==> config.mk <==
export PLATFORM = sky130hd
export DESIGN_NAME = exception_status_unit
export DESIGN_NICKNAME = d
export VERILOG_FILES = /design/src/rtl/exception_status_unit.sv
export SDC_FILE = /design/constraint.sdc
export NUM_CORES = 1
export LEC_CHECK = 0
export CORE_AREA = 2 2 81 83
export CTS_BUF_LIST = sky130_fd_sc_hd__clkbuf_4
export DETAILED_ROUTE_END_ITERATION = 8
export DIE_AREA = 0 0 83 85
export DONT_BUFFER_PORTS = 1
export GPL_TIMING_DRIVEN = 1
export PLACE_DENSITY_LB_ADDON = 0.05
export SLEW_MARGIN = 10
export SYNTH_ARGS = -nofsm -noshare
export SYNTH_HDL_FRONTEND = slang
export SYNTH_SLANG_ARGS = --single-unit
==> constraint.sdc <==
create_clock -name clock -period 7.39 [get_ports clock]
set_input_delay 2.217 -clock clock [delete_from_list [all_inputs] [get_ports clock]]
set_output_delay 2.217 -clock clock [all_outputs]
set_load 0.01 [all_outputs]
==> src/rtl/exception_status_unit.sv <==
// rtl/exception_status_unit.sv - exception arbitration, pending FIFO, sticky causes and drop counter
// Optional build macro: EXC_TIMESTAMP_EN (adds a 16-bit push timestamp in status_data[DATA_W-1 -: 16])
module exception_status_unit #(
  parameter int DATA_W  = 32,
  parameter int NUM_SRC = 4,
  parameter int SRC_W   = 2,
  parameter int CODE_W  = 5,
  parameter int DEPTH   = 4,
  parameter int CNT_W   = 3
) (
  input  logic                      clock,
  input  logic                      reset,
  input  logic [NUM_SRC-1:0]        src_valid,
  input  logic [NUM_SRC*CODE_W-1:0] src_code,
  input  logic                      flush,
  input  logic                      status_ready,
  output logic                      status_valid,
  output logic [DATA_W-1:0]         status_data,
  output logic [SRC_W-1:0]          status_src,
  output logic [CNT_W-1:0]          pending_count,
  output logic [7:0]                drop_count,
  output logic [NUM_SRC-1:0]        cause_sticky,
  input  logic                      clear_sticky
);

  localparam int PTR_W = $clog2(DEPTH);
`ifdef EXC_TIMESTAMP_EN
  localparam int ENT_W = 16 + SRC_W + CODE_W;
`else
  localparam int ENT_W = SRC_W + CODE_W;
`endif

  logic [ENT_W-1:0]   mem [DEPTH];
  logic [PTR_W-1:0]   wr_ptr;
  logic [PTR_W-1:0]   rd_ptr;
  logic [CNT_W-1:0]   count;
  logic [NUM_SRC-1:0] active;
  logic [SRC_W-1:0]   win_idx;
  logic [CODE_W-1:0]  win_code;
  logic               any_active;
  logic [8:0]         n_active;
  logic               pop;
  logic               push;
  logic [8:0]         drop_inc;
  logic [9:0]         drop_sum;
  logic [ENT_W-1:0]   head;
  logic [ENT_W-1:0]   new_entry;

`ifdef EXC_TIMESTAMP_EN
  logic [15:0] ts;

  // Free-running cycle counter sampled into each entry at its push edge
  always_ff @(posedge clock) begin
    if (reset) ts <= '0;
    else       ts <= ts + 16'd1;
  end

  assign new_entry = {ts, win_idx, win_code};
`else
  assign new_entry = {win_idx, win_code};
`endif

  // Qualify requests and pick the lowest-index active source; scanning downward leaves the lowest winner
  always_comb begin
    active     = '0;
    win_idx    = '0;
    win_code   = '0;
    any_active = 1'b0;
    n_active   = '0;
    for (int i = NUM_SRC - 1; i >= 0; i--) begin
      active[i] = src_valid[i] && (src_code[i*CODE_W +: CODE_W] != '0);
      if (active[i]) begin
        win_idx    = SRC_W'(i);
        win_code   = src_code[i*CODE_W +: CODE_W];
        any_active = 1'b1;
        n_active   = n_active + 9'd1;
      end
    end
  end

  assign pop  = status_valid && status_ready;
  // A pop in the same cycle frees a slot, so a full FIFO can still accept
  assign push = any_active && !flush && ((count < CNT_W'(DEPTH)) || pop);
  // Every active request that does not get enqueued is a drop, unless flush discards the whole cycle
  assign drop_inc = flush ? 9'd0 : (n_active - {8'd0, push});
  assign drop_sum = {2'b00, drop_count} + {1'b0, drop_inc};

  // Pending FIFO: flush empties it and takes priority over push and pop
  always_ff @(posedge clock) begin
    if (reset || flush) begin
      wr_ptr <= '0;
      rd_ptr <= '0;
      count  <= '0;
    end else begin
      if (push) begin
        mem[wr_ptr] <= new_entry;
        wr_ptr      <= wr_ptr + 1'b1;
      end
      if (pop) rd_ptr <= rd_ptr + 1'b1;
      count <= count + CNT_W'(push) - CNT_W'(pop);
    end
  end

  // Saturating drop counter; all of a cycle's increments are summed before clamping
  always_ff @(posedge clock) begin
    if (reset)                  drop_count <= '0;
    else if (drop_sum > 10'd255) drop_count <= 8'd255;
    else                        drop_count <= drop_sum[7:0];
  end

  // Sticky causes: a new set in the same cycle survives clear_sticky
  always_ff @(posedge clock) begin
    if (reset) cause_sticky <= '0;
    else       cause_sticky <= (clear_sticky ? '0 : cause_sticky) | active;
  end

  assign head          = mem[rd_ptr];
  assign status_valid  = (count != '0);
  assign pending_count = count;
  assign status_src    = status_valid ? head[CODE_W +: SRC_W] : '0;

  // Head entry presented zero-extended; everything is forced to 0 while empty
  always_comb begin
    status_data = '0;
    if (status_valid) begin
      status_data[CODE_W-1:0] = head[CODE_W-1:0];
`ifdef EXC_TIMESTAMP_EN
      status_data[DATA_W-1 -: 16] = head[ENT_W-1 -: 16];
`endif
    end
  end

endmodule

; ---- After elaboration in Yosys (flattened, before gate mapping)
; Memory sizes are Yosys's and may differ from the RTL's. A register that Yosys moved wholly into a read port is not among the register bits.
; Cells that the tools add are included.
[word_totals]
input_bits = 29
reg_bits = 19
n_memories = 1
ram_bits = 28
out_inout_bits = 50
[classes]
bitwise_logic = 1
add_sub_neg = 9
mux = 26
order_cmp = 2
n_reduce_logical = 15
[mem_list]
columns = name, depth, width, read_ports, rd_ports_with_merged_regs, wr, line_no
row1 = mem, 4, 7, 1, 1, 1, 33  ; logic [ENT_W-1:0] mem [DEPTH];
[ops]
columns = operator, n
row1 = $mux W9, 4
row2 = $add A9 B1 Y9 const B, 3
row3 = $mux W5, 5
row4 = $reduce_bool A5 Y1, 4
row5 = $mux W2, 7
row6 = $add A8 B9 Y10, 1
row7 = $gt A10 B8 Y1 const B, 1
row8 = $sub A9 B1 Y9, 1
row9 = $mux W1, 8
row10 = $mux W8, 1
row11 = $logic_and A1 B1 Y1, 7
row12 = $add A2 B1 Y2 const B, 2
row13 = $mux W4, 1
row14 = $or A4 B4 Y4, 1
row15 = $add A3 B1 Y3, 1
row16 = $lt A3 B3 Y1 const B, 1
row17 = $reduce_bool A3 Y1, 1
row18 = $sub A3 B1 Y3, 1
row19 = $logic_or A1 B1 Y1, 2
row20 = $logic_not A1 Y1, 1

; ---- Logic depth before layout (Yosys ltp)
; Gate-level depths: netlist (run 1).
[depth]
depth_word = 14
ltp_mapped = 19
ltp_nobuf = 19

; ---- Worst setup path after synthesis (run 1)
; OpenSTA, ideal clock, no wires.
[synth_path]
kind = input port to flip-flop
from = input src_code[16]
to = register drop_count[2]
path_stages = 18
required_ps = 7256
path_buffers = 0
path_slack_ps = 850
arrival_time_ps = 6407
path_cell_list = or4_1 o21ai_0 inv_1 ha_1 inv_1 nor4_1 nor2_1 nand2_1 nor2_1 ha_1 nor2_1 ha_1 o21ai_1 nor2_1 o311a_1 or4b_2 nand3b_1 o311ai_1
[synth_via]
elab_chain_len = 14
[synth_rtl]
columns = item, line_no
row1 = "start, declared", 14  ; input logic [NUM_SRC*CODE_W-1:0] src_code,
row2 = $reduce_bool A5 Y1 *, 71  ; active[i] = src_valid[i] && (src_code[i*CODE_W +: CODE_W] != '0);
row3 = $logic_and A1 B1 Y1 *, 71
row4 = $mux W1, 72  ; if (active[i]) begin
row5 = $add A9 B1 Y9, 76  ; n_active = n_active + 9'd1;
row6 = $mux W9, 72
row7 = $add A9 B1 Y9, 76
row8 = $mux W9, 72
row9 = $add A9 B1 Y9, 76
row10 = $mux W9, 72
row11 = $sub A9 B1 Y9 *, 85  ; assign drop_inc = flush ? 9'd0 : (n_active - {8'd0, push});
row12 = $mux W9 *, 85
row13 = $add A8 B9 Y10 *, 86  ; assign drop_sum = {2'b00, drop_count} + {1'b0, drop_inc};
row14 = $gt A10 B8 Y1, 107  ; else if (drop_sum > 10'd255) drop_count <= 8'd255;
row15 = $mux W8 *, 107
row16 = "end signal, assigned", 108  ; else drop_count <= drop_sum[7:0];
row17 = "end, declared", 21  ; output logic [7:0] drop_count,
; Mark *: on every way between the ends. The rest lies on a longest branch, timed or not.
; A chain may end at the register's enable or synchronous reset.

; ---- Worst setup path after layout (run 1)
[layout_path]
from = input src_code[16]
to = register drop_count[4]
; The elaborated chain is that of the path after synthesis.

==> results of run 1 <==
final timing paths:
| check | end | cells past startpoint | slack (ns) |
|---|---|---|---|
| worst max register to register | drop_count[4] | 13 | 3.68 |
| worst min-delay path | cause_sticky[3] | 2 | 0.52 |
| worst max-delay path | drop_count[4] | 18 | 0.81 |
| worst min register to register | cause_sticky[3] | 2 | 0.52 |
sequential cells by signal (all words and copies together), names as in the netlist, named ones only:
register	cells
mem	28
rd_ptr	2
pending_count	3
drop_count	8
cause_sticky	4
wr_ptr	2
final cells by class:
| type | instances | area (um2) | area share (%) |
|---|---|---|---|
| tap | 77 | 96.3 | 3.21 |
| inverter | 16 | 60.1 | 2.00 |
| timing repair buffer | 1 | 7.51 | 0.250 |
| clock buffer | 5 | 37.5 | 1.25 |
| multi-input combinational | 206 | 1510 | 50.4 |
| clock inverter | 3 | 26.3 | 0.876 |
| sequential | 49 | 1260 | 42.0 |
cell usage in the layout, fill, tap and decap left out, drive strengths merged, types with 3 or more instances in the layout:
| master | Yosys | routed |
|---|---|---|
| and2 | 12 | 12 |
| clkbuf | 7 | 5 |
| nor2b | 3 | 3 |
| nand3 | 5 | 5 |
| o21ai | 14 | 14 |
| o311ai | 4 | 4 |
| mux4 | 7 | 7 |
| xnor2 | 6 | 6 |
| edfxtp | 28 | 28 |
| inv | 16 | 17 |
| conb | 2 | 28 |
| nand2 | 14 | 14 |
| dfxtp | 21 | 21 |
| nor2 | 25 | 25 |
| ha | 22 | 22 |
| o31a | 3 | 3 |
| o21a | 5 | 5 |
| nand2b | 5 | 5 |
| or4 | 4 | 4 |
| xor2 | 4 | 4 |
| a21oi | 14 | 14 |
cells by family after synthesis:
| family | after synthesis | share of synthesized area, % |
|---|---|---|
| other | 2 | 0.253 |
| and+or+nand+nor | 79 | 14.2 |
| adders and majority gates | 24 | 10.6 |
| xor gates and xnor gates | 10 | 2.95 |
| buffers and inverters | 52 | 9.98 |
| AOI/OAI and AO/OA | 55 | 13.1 |
| DFF | 49 | 42.4 |
| muxes | 10 | 6.48 |
where the power goes:
| part | total (mW) | switching (mW) | internal [mW] |
|---|---|---|---|
| Combinational | 0.122 | 0.0706 | 0.0510 |
| Clock | 0.132 | 0.0930 | 0.0394 |
| Sequential | 0.324 | 0.0178 | 0.306 |
metrics by stage:
step | utilization, % | setup WS [ns] | instance area (um2) | cells
CTS | 48.4 | 0.824 | 3000 | 357
floorplan | - | 0.850 | 3070 | 307
global route | 48.4 | 0.447 | 3000 | 357
global placement | 47.3 | 0.545 | 2940 | 349
finish | 48.4 | 0.809 | 3000 | 357
detailed placement | 47.3 | 0.396 | 2940 | 349
metal layers:
| layer | up-vias | track usage (%) | share of wire [%] |
|---|---|---|---|
| li1 | 952 | - | - |
| met1 | 913 | 19.8 | 43 |
| met2 | 38 | 28.5 | 52 |
| met3 | 5 | 3.11 | 4.0 |
| met4 | 0 | 4.92 | 1.1 |
| met5 | - | 0 | 0 |
critical path, stage by stage:
cell and delay (ns):
or4_1 0.52, o21ai_0 0.39, inv_1 0.16, ha_1 0.44
inv_1 0.08, nor4_1 0.56, nor2_1 0.16, nand2_1 0.10
nor2_1 0.04, ha_1 0.28, nor2_1 0.04, ha_1 0.32
o21ai_1 0.10, nor2_1 0.09, o311a_1 0.31, or4b_2 0.63
nand3b_1 0.24, o311ai_1 0.15
==> flow_summary_export.csv, run 1 <==
group,metric,value,unit
cells_and_area,num_antenna_cells,0,
setup_path,critPathArrivalTime,6.84,ns
setup_path,startpoint_type,"input pin",
detailed_routing,vias,1908,
clock_network,ctsHoldBuffers,0,
detailed_routing,ant_nets,0,
setup_path,cp-end-kind,"register",
sta,whs,0.525,ns
floorplanning,die_y,85,um
synthesis,ys_top_cells_by_count,"edfxtp_1 (28), buf_4 (27), nor2_1 (25)",
sta,finalHoldViolations,0,
clock_network,cts-htree-levels,2,
clock_network,clkTransAtPathRegs,0.15,ns
detailed_routing,remaining_drc_errors,0,
global_route,grt_pass1_wl,9070,um
detailed_routing,wl_per_cell,15.1,um
clock_network,postCtsSetupBuffers,0,
sta,fin_crit_sh,89.1,%
synthesis,ys_seq_area_share,42.4,%
floorplanning,start_util,47.9,%
synthesis,yosysWarnings,0,
floorplanning,io_pins,79,
sta,rsz0062_at_grt,"false",
power_and_ir_drop,total_power,578,uW
clock_network,numCtsBuffers,5,
floorplanning,die_area,7060,um2
synthesis,syn_avg_cell_area,10.6,um2
placement,port_buffers,0,
power_and_ir_drop,power.leakage,1.21,nW
cells_and_area,final.fill_count,599,
clock_network,cts-root-buf,"clkbuf_4",
setup_path,path_max_fanout,6,
cells_and_area,post_route_cells_drive_above_1_share,9.29,%
worst_hold_path,hold_path.class,"reg2reg",
synthesis,syn_area,2970,um2
synthesis,ys_types,51,
worst_hold_path,hp-start,"cause_sticky[3]",
floorplanning,coreArea,6200,um2
synthesis,ys.flop_type,"edfxtp_1",
cells_and_area,syn_to_final_growth,0.969,%
clock_network,cts_tree,"yes",
power_and_ir_drop,p_per_area,193,nW/um2
sta,finalSetupViolCount,0,
synthesis,yosysTopAreaCellShare,28.3,%
cells_and_area,layout.nets,332,
detailed_routing,first_pass_iters,4,
sta,maxSlewHeadroom,59.9,%
floorplanning,die_w,83,um
synthesis,ys_async_sr_fraction,0,%
placement,finalWeightedCongestion,0.753,
setup_path,crit_required,7.65,ns
clock_network,clock_latency,0.37,ns
global_route,gr-total-overflow,0,
global_route,grt_start_max_net_pins,18,
detailed_routing,finalWirelength,5400,um
power_and_ir_drop,ir_worst_vdd,0.0821,mV
floorplanning,rows,29,
sta,fmax,152,MHz
placement,dp_hpwl,4170,um
detailed_routing,drt-initial-drc-count,56,
setup_path,r2r_start,"pending_count[2]",
setup_path,crit_start,"src_code[16]",
sta,fin_tns_setup,0,ns
clock_network,ctsResizeCount,0,
synthesis,synth_area_leader_cell,"edfxtp_1",
flow_run,cap_violations,0,
global_route,grt_pass1_vias,1898,
sta,clock_skew,0.00597,ns
global_route,grt_usage,16.0,%
global_route,antenna_found_initial,0,
clock_network,cts_buffer_depth,2,
sta,worst_slew_pin_slew,0.596,ns
synthesis,ys_ff_latch,49,
synthesis,synth_area_leaders,"edfxtp_1 (28%), dfxtp_1 (14%), ha_1 (9.3%)",
setup_path,worstSetupPathType,"in2reg",
sta,slew_violations,0,
detailed_routing,vias_per_cell,5.34,
status,status,"completed",
synthesis,synth.most_common_cell,"edfxtp_1",
clock_network,cts_sinks,49,
synthesis,synth-edff-count,28,
sta,final.min_clock_period,6.58,ns
synthesis,syn_inst,281,
(Power assumes the default switching activity.)
==> inputs of run 2 (changes only) <==
Settings changed: GPL_TIMING_DRIVEN 1 to 0, MAX_ROUTING_LAYER set to met4.
==> run 2 against run 1 <==
First-iteration DRC count up 11%; sequential cell count unchanged; total power grew 3.4%; die area unchanged; global-route usage is 0.83 points higher; critical path depth did not move; final cell count up 9.8%; fmax fell by 0.88%; sequential power about the same; critical endpoint is now drop_count[6]; largest power group unchanged; highest routed layer unchanged.
==> flow_summary_export.csv, run 2 (synthesis gave the netlist of run 1 again) <==
group,metric,value,unit
cells_and_area,final.fill_count,571,
setup_path,critPathMaxStageDelay,0.63,ns
detailed_routing,wl_per_cell,14.0,um
floorplanning,io_pins,79,
detailed_routing,vias,1987,
floorplanning,die_w,83,um
power_and_ir_drop,p_per_area,185,nW/um2
setup_path,worst-r2r-cell-count,13,
detailed_routing,finalWirelength,5490,um
cells_and_area,final_cell_mix,"conb_1 (28), edfxtp_1 (28), buf_4 (27)",
cells_and_area,fin_area,3230,um2
clock_network,clock_latency,0.38,ns
clock_network,cts_tree,"yes",
floorplanning,die_area,7060,um2
sta,maxSlewHeadroom,57.6,%
cells_and_area,layout.nets,367,
sta,rsz0062_at_grt,"false",
clock_network,cts_buffer_depth,2,
sta,fin_crit_sh,89.8,%
power_and_ir_drop,ir_worst_vdd,0.0977,mV
cells_and_area,syn_to_final_growth,8.76,%
sta,fin_tns_setup,0,ns
sta,clock_skew,0.00687,ns
detailed_routing,remaining_drc_errors,0,
global_route,grt-busiest-layer,"met2",
sta,slew_violations,0,
setup_path,cp_cell_sequence,"or4_1, o21ai_0, inv_1, ha_1, inv_1, nor4_1, nor2_1, nand2_1, nor2_1, ha_1, nor2_1, ha_1, o21ai_1, nor2_1, o311a_1, or4b_2, nand3b_1, o311ai_1",
cells_and_area,largest-register,"mem",
sta,finalHoldViolations,0,
detailed_routing,ant_nets,0,
clock_network,cts_sinks,49,
cells_and_area,num_antenna_cells,0,
detailed_routing,vias_per_cell,5.07,
clock_network,cts-root-buf,"clkbuf_4",
setup_path,regToRegSetupSlack,3.62,ns
cells_and_area,post_route_cells_drive_above_1_share,16.5,%
setup_path,crit_top_cell,"nor2_1",
global_route,grt_pass1_vias,1956,
global_route,use_met3,4.09,%
sta,worst_slew_pin_slew,0.632,ns
setup_path,cp-end-kind,"register",
global_route,gr-total-overflow,0,
clock_network,clkTransAtPathRegs,0.16,ns
worst_hold_path,whs_endpoint,"cause_sticky[1]",
cells_and_area,layoutNonFillerInstCount,392,
sta,fmax,151,MHz
setup_path,critPathArrivalTime,6.91,ns
power_and_ir_drop,seq_power_share,54.1,%
clock_network,postCtsSetupBuffers,0,
setup_path,path_buf_inv,2,
setup_path,worstSetupPathType,"in2reg",
placement,dpl_cell_area,3170,um2
floorplanning,start_util,47.9,%
setup_path,reg2reg_to,"drop_count[6]",
global_route,grt_pass1_wl,9280,um
status,status,"completed",
global_route,grt_start_max_net_pins,19,
global_route,grt_usage,16.9,%
placement,dp_hpwl,4300,um
setup_path,crit_family,"simple AND/OR/NAND/NOR gates",
clock_network,ctsResizeCount,0,
sta,final.min_clock_period,6.64,ns
cells_and_area,fin_util,52.1,%
power_and_ir_drop,internal_power,409,uW
power_and_ir_drop,combPwrFrac,22.6,%
floorplanning,die_y,85,um
power_and_ir_drop,clkPwrFrac,23.2,%
setup_path,path_max_fanout,6,
global_route,grt_use_met1,20.5,%
cells_and_area,largest_register_ffs,28,
power_and_ir_drop,power.leakage,1.37,nW
setup_path,r2r_start,"pending_count[2]",
power_and_ir_drop,swShare,31.6,%
sta,finalSetupViolCount,0,
worst_hold_path,hold_depth,2,
global_route,use_met2,28.6,%
setup_path,crit_required,7.66,ns
clock_network,ctsHoldBuffers,0,
clock_network,cts-htree-levels,2,
global_route,antenna_found_initial,0,
placement,finalWeightedCongestion,0.772,
placement,dp_cells,384,
flow_run,cap_violations,0,
setup_path,worst_path_max_delay_cell,"or4b_2",
clock_network,numCtsBuffers,5,
detailed_routing,drt-initial-drc-count,62,
cells_and_area,top_regs,"mem (28), drop_count (8), cause_sticky (4)",
floorplanning,rows,29,
placement,port_buffers,0,
floorplanning,coreArea,6200,um2
worst_hold_path,hp-start,"cause_sticky[1]",
power_and_ir_drop,p_sw,189,uW
setup_path,startpoint_type,"input pin",
power_and_ir_drop,total_power,598,uW
detailed_routing,first_pass_iters,4,
worst_hold_path,hold_path.class,"reg2reg",
run 2: cell types whose count changed in the layout (fill, tap and decap cells not counted):
cell        before  now
inv_6            0    1
buf_1            0    2
buf_4            1   27
clkinvlp_4       2    0
clkinv_4         0    1
clkbuf_1         0    7
run 2: tightest hold or removal path, delay by kind of cell, from the launching register on:
| kind | cells | cell delay (ns) |
|---|---|---|
| flip-flops | 1 | 0.38 |
| AND/OR/NAND/NOR | 1 | 0.08 |
| AO/OA/AOI/OAI | 1 | 0.06 |
run 2: worst max-delay path by stage:
stage	slack [ns]	from	end	cells past startpoint
5_1_grt	0.40	src_code[16]	drop_count[4]	18
6_report	0.75	src_code[16]	drop_count[6]	18
3_3_place_gp	0.29	src_code[16]	drop_count[6]	18
3_5_place_dp	0.29	src_code[16]	drop_count[6]	18
2_1_floorplan	0.85	src_code[16]	drop_count[2]	18
4_1_cts	0.70	src_code[16]	drop_count[6]	18
run 2: per-layer routing:
layer	vias up	wire [um]
li1	1021	-
met1	927	2440
met2	33	2750
met3	6	233
met4	0	63
met5	-	0
run 2: power groups by stage:
stage / clock (mW) / combinational (mW) / sequential, mW
after floorplan: 0 / 0.114 / 0.326
after global placement: 0 / 0.135 / 0.330
after detailed placement: 0 / 0.136 / 0.330
after CTS: 0.143 / 0.137 / 0.324
after global routing: 0.153 / 0.158 / 0.326
final: 0.139 / 0.135 / 0.324
run 2: per-stage QoR:
| step | hold WS (ns) | worst slack, ns |
|---|---|---|
| 5_1_grt | 0.552 | 0.396 |
| 2_1_floorplan | 0.485 | 0.850 |
| 6_report | 0.535 | 0.751 |
| 3_3_place_gp | 0.507 | 0.292 |
| 3_5_place_dp | 0.511 | 0.289 |
| 4_1_cts | 0.533 | 0.705 |
run 2: cell type report:
cell class	instances	area [um2]	share of cell area (%)
Clock inverter	3	28.8	0.890
Clock buffer	5	37.5	1.16
Tap cell	77	96.3	2.98
Multi-Input combinational cell	206	1510	46.8
Buffer	36	236	7.32
Inverter	16	60.1	1.86
Sequential cell	49	1260	39.0
==> inputs of run 3 (changes only) <==
Settings changed: SKIP_LAST_GASP set to 1.
==> results of run 3 <==
Same layout as run 2: the final DEF is identical, and so are final timing and power.
